[config.mk]
export PLATFORM = sky130hd
export DESIGN_NAME = opc6_mem_arbiter
export DESIGN_NICKNAME = d
export VERILOG_FILES = /design/src/rtl/opc6_mem_arbiter.sv
export SDC_FILE = /design/constraint.sdc
export NUM_CORES = 1
export LEC_CHECK = 0
export ABC_AREA = 0
export CORE_UTILIZATION = 32
export CTS_BUF_LIST = sky130_fd_sc_hd__clkbuf_8
export DETAILED_ROUTE_END_ITERATION = 8
export GPL_ROUTABILITY_DRIVEN = 0
export PLACE_DENSITY_LB_ADDON = 0.08
export SETUP_SLACK_MARGIN = 0.1
export SYNTH_ARGS = -nofsm -noshare
export SYNTH_HDL_FRONTEND = slang
export SYNTH_SLANG_ARGS = --single-unit
export TNS_END_PERCENT = 100
[constraint.sdc]
create_clock -name clk -period 3.85 [get_ports clk]
set_clock_uncertainty 0.1 [all_clocks]
set_input_delay 1.155 -clock clk [delete_from_list [all_inputs] [get_ports clk]]
set_output_delay 1.155 -clock clk [all_outputs]
set_load 0.02 [all_outputs]
[src/rtl/opc6_mem_arbiter.sv]
// opc6_mem_arbiter: shares one synchronous single-port RAM between the opc6 CPU
// and NREQ DMA requesters, one access per clock. A DMA slot taken while the CPU
// wants memory stalls the CPU through cpu_clken, and the CPU's read data is held
// steady across stalls and DMA reads.
module opc6_mem_arbiter #(
  parameter int NREQ         = 2,
  parameter int AW           = 16,
  parameter int DW           = 16,
  parameter int STARVE_LIMIT = 4
) (
  input  logic               clk,
  input  logic               reset,
  input  logic [AW-1:0]      cpu_address,
  input  logic [DW-1:0]      cpu_dout,
  input  logic               cpu_rnw,
  input  logic               cpu_vpa,
  input  logic               cpu_vda,
  output logic [DW-1:0]      cpu_din,
  output logic               cpu_clken,
  input  logic [NREQ-1:0]    dma_req,
  input  logic [NREQ*AW-1:0] dma_addr,
  input  logic [NREQ-1:0]    dma_we,
  input  logic [NREQ*DW-1:0] dma_wdata,
  output logic [NREQ-1:0]    dma_gnt,
  output logic [NREQ-1:0]    dma_rvalid,
  output logic [DW-1:0]      dma_rdata,
  output logic [AW-1:0]      mem_addr,
  output logic               mem_we,
  output logic               mem_ce,
  output logic [DW-1:0]      mem_wdata,
  input  logic [DW-1:0]      mem_rdata
);

  localparam int IW = (NREQ > 1) ? $clog2(NREQ) : 1;
  localparam int CW = 4;

  logic          cpu_req, any_dma, starved, own_cpu, own_dma;
  logic [IW-1:0] rr_ptr, pick_p0;
  logic [CW-1:0] starve_cnt;
  logic          cpu_mem_p1, dma_rd_vld_p1;
  logic [IW-1:0] dma_idx_p1;
  logic [DW-1:0] din_hold;

  // Requester index increment, wrapping at NREQ-1 so non-power-of-two counts work.
  function automatic logic [IW-1:0] wrap_inc(input logic [IW-1:0] v);
    return (v == IW'(NREQ - 1)) ? '0 : v + 1'b1;
  endfunction

  // First requesting index at or after ptr, searching round the ring.
  function automatic logic [IW-1:0] rr_pick(input logic [NREQ-1:0] req, input logic [IW-1:0] ptr);
    logic [IW-1:0] idx, pick;
    logic          found;
    idx   = ptr;
    pick  = ptr;
    found = 1'b0;
    for (int k = 0; k < NREQ; k++) begin
      if (!found && req[idx]) begin
        pick  = idx;
        found = 1'b1;
      end
      idx = wrap_inc(idx);
    end
    return pick;
  endfunction

  // Starvation counter increment that sticks at the limit.
  function automatic logic [CW-1:0] sat_inc(input logic [CW-1:0] v);
    return (v >= CW'(STARVE_LIMIT)) ? v : v + 1'b1;
  endfunction

  // Slot ownership: reset forces CPU, a starved DMA beats the CPU, else CPU first.
  always_comb begin
    cpu_req = cpu_vpa | cpu_vda;
    any_dma = |dma_req;
    pick_p0 = rr_pick(dma_req, rr_ptr);
    starved = any_dma && (starve_cnt == CW'(STARVE_LIMIT));
    own_dma = !reset && any_dma && (starved || !cpu_req);
    own_cpu = !own_dma && (reset || cpu_req);
  end

  // RAM port steering and grant for the current slot owner.
  always_comb begin
    mem_addr  = cpu_address;
    mem_wdata = cpu_dout;
    mem_we    = 1'b0;
    mem_ce    = 1'b0;
    dma_gnt   = '0;
    if (own_dma) begin
      mem_addr         = dma_addr[pick_p0*AW +: AW];
      mem_wdata        = dma_wdata[pick_p0*DW +: DW];
      mem_we           = dma_we[pick_p0];
      mem_ce           = 1'b1;
      dma_gnt[pick_p0] = 1'b1;
    end else if (own_cpu) begin
      mem_ce = cpu_req;
      mem_we = !reset && !cpu_rnw;
    end
  end

  // The CPU only stalls when it actually wanted the slot a DMA took.
  assign cpu_clken = !(own_dma && cpu_req);

  // Arbitration state and the record of who owned the previous slot.
  always_ff @(posedge clk) begin
    if (reset) begin
      rr_ptr        <= '0;
      starve_cnt    <= '0;
      cpu_mem_p1    <= 1'b0;
      dma_rd_vld_p1 <= 1'b0;
      din_hold      <= '0;
    end else begin
      if (own_dma) begin
        rr_ptr     <= wrap_inc(pick_p0);
        starve_cnt <= '0;
      end else if (!any_dma) begin
        starve_cnt <= '0;
      end else if (own_cpu) begin
        starve_cnt <= sat_inc(starve_cnt);
      end
      cpu_mem_p1    <= own_cpu;
      dma_rd_vld_p1 <= own_dma && !dma_we[pick_p0];
      if (cpu_mem_p1) din_hold <= mem_rdata;
    end
  end

  // Requester index of the previous slot, qualified by dma_rd_vld_p1.
  always_ff @(posedge clk) begin
    dma_idx_p1 <= pick_p0;
  end

  // ---- p1: read return stage ----
  // Return-side steering of RAM read data to the previous slot's owner.
  always_comb begin
    dma_rvalid = '0;
    if (dma_rd_vld_p1 && !reset) dma_rvalid[dma_idx_p1] = 1'b1;
    dma_rdata = mem_rdata;
    cpu_din   = cpu_mem_p1 ? mem_rdata : din_hold;
  end

endmodule

==> metrics.txt <==
status complete, no violations; wire per inst 13.6 um; CP endpoint kind output pin; CP Launch Type input port; Synth Register Bits 24; initial antenna violation count 0; Hold WS 0.408 ns; vias in the first global route 2125; Die Wd 78.0 um; Port Buf Inserts 191; Longest Clk Path Bufs 2; first-pass GRT wire length 9780 um; synthesized area per cell 8.43 um2; sequential cell area 480 um2; R2R setup slack 2.27 ns; drt total wl 6480 um; later-pin clock latency in the skew report 0.26 ns; n_diodes 0; CP Cell Sequence clkdlybuf4s50_1 -> mux2_1 -> clkdlybuf4s50_1; GRT Total Usage 20.3%; VDD IR max 0.126 mV; Synth top area share 26.0%; Arr. time, crit path 2.45 ns; Power Density 237 mW/mm2; setup ws final 0.144 ns; Commonest cells post-synth mux2i_1, nand2_1, o21ai_1, dfxtp_1, buf_4; GR Util met2 38.9%; H-tree lvl count 1; top_reg_cell synth dfxtp_1; Clock Tree Root clkbuf_8; Overflow after GRT 0; clk sinks 24; Syn Inst Count 219; delay of the slowest cell on the worst path 0.55 ns; met1 Usage GRT 22.1%; Tmin final 3.71 ns; largest net degree at the start of global routing 22; layout filler cell count 464; Post-synth EDFFs 0; critical path class input port to output pin; sequential share of the synthesized area 26.0%; Maximum Capacitance Violations 0; Top Usage Layer GRT met2; Setup TNS Final 0 ns; Initial DRT Pass Iterations 4; met3 usage 4.59%; crit path max-delay cell type clkdlybuf4s50_1; crit path max fanout 2; DR vias/cell 4.61; yosys warns 0; DP HPWL 5090 um; Mapped Nets 342; Setup Slack @ Placement -0.621 ns; Die Span Y 78.0 um; Fmax achieved 0.270 GHz; ys async rst share 0%; core box area 0.00554 mm2; Core Rows 27; fraction of layout cells with a size suffix above 1 19.0%; Iter 0 DRT Violations 52; die area 0.00608 mm2; worst relative slew slack 53.7%; post-synth top area cell dfxtp_1; final worst path period share 96.3%; Hold Violations, Final 0; top post-synthesis cells by area dfxtp_1, mux2i_1, o21ai_1, buf_4, nand2_1; Worst Hold Class register to register; Lkg Pwr 1.70 nW; # setup viols final 0; RSZ-0062 raised after global routing no; area taken by multi-input logic gates 0.00115 mm2; Critical Path Most Common Cell clkdlybuf4s50_1; final-report max-slew violation count 0; worst path required time 2.59 ns; Cell Area, Synth 0.00185 mm2; drt drc 0; Num CTS Buffers 3; count leader, synth mux2i_1; CTS clk-pin slew, worst paths 0.08 ns; Top Ports 192; Initial Util 33.3%; vias post-DR 2201; ANT nets after route 0; CTS tree yes; Yosys cell types 31; Nets 529; worst-margin pin slew 0.693 ns; Area Growth Syn to Fin 111%
placed cells by master (no fill, tap or decap), types with 2 or more instances in the layout:
cell and n:
mux2i_1 32, a21oi_1 2, nand2b_1 3, buf_2 18
and3b_1 2, o21ai_4 2, mux2_2 6, buf_4 25
nor2b_1 18, mux2_1 10, nor2_1 4, o21ai_1 31
buf_12 5, buf_16 2, inv_1 3, buf_6 5
nand2_1 31, nor3_1 3, clkdlybuf4s50_1 148, clkbuf_8 3
dlygate4sd2_1 8, dfxtp_1 24, mux2i_2 2, ha_1 2
layout make-up:
cell class                 count  area share, %
inverter                       4          0.386
clock buffer                   3           1.06
multi-input combinational    160           29.5
timing repair buffer         213           53.6
tap                           72           2.32
clock inverter                 1          0.772
sequential                    24           12.4
worst paths after layout:
check	from	end	cells past startpoint
worst max register to register	starve_cnt[0]$_SDFFE_PP0P_	dma_rd_vld_p1$_SDFF_PP0_	6
worst max-delay path	mem_rdata[10]	cpu_din[10]	3
worst min-delay path	starve_cnt[2]$_SDFFE_PP0P_	starve_cnt[2]$_SDFFE_PP0P_	2
worst min register to register	starve_cnt[2]$_SDFFE_PP0P_	starve_cnt[2]$_SDFFE_PP0P_	2
critical path: cells and delay by family:
family,cells,cell delay [ns]
muxes,1,0.31
buffers and inverters,2,0.98
registers in the layout, indices dropped and copies added (netlist names):
signal         flops
din_hold          16
starve_cnt         4
cpu_mem_p1         1
dma_idx_p1         1
dma_rd_vld_p1      1
rr_ptr             1
cell families (layout without fill, tap and decap cells):
group           after synthesis  after routing  share of synthesized area [%]
fa+ha+maj                     3              3                           1.96
buf+inv                      35            221                           14.0
xor+xnor                      1              1                          0.474
flops                        24             24                           26.0
compound gates               39             39                           11.6
mux                          50             50                           28.2
simple gates                 67             67                           17.8
power by group:
| group | total (mW) | internal, mW | leakage (nW) | switching [mW] |
|---|---|---|---|---|
| combinational | 0.437 | 0.260 | 1.47 | 0.178 |
| clock | 0.213 | 0.139 | 0.0357 | 0.0748 |
| sequential | 0.270 | 0.262 | 0.197 | 0.00815 |
through the flow:
| stage | util [%] | total power, mW | cell area [um2] | std cells |
|---|---|---|---|---|
| detailed placement | 68.0 | 0.707 | 3770 | 465 |
| floorplan | - | 0.473 | 1850 | 219 |
| finish | 70.2 | 0.921 | 3890 | 477 |
| global placement | 68.0 | 0.703 | 3770 | 465 |
| CTS | 70.4 | 0.933 | 3900 | 476 |
| global route | 70.2 | 0.970 | 3890 | 477 |
metal layers:
layer	wire length, um	share of wire, %	up-vias
met5	0	0	-
met4	42	0.65	0
met3	472	7.3	4
met2	3430	53	101
met1	2540	39	992
li1	-	-	1104
timing repair:
action	4_1_cts	5_1_grt
hold buffers	0	0
buffers inserted	3	2
endpoints found under the setup margin	39	14
gates cloned	4	0
pin swaps	1	4
hold endpoints to repair	0	0
gates resized for setup	174	6
Note: power is estimated with default switching activity, not from simulation.
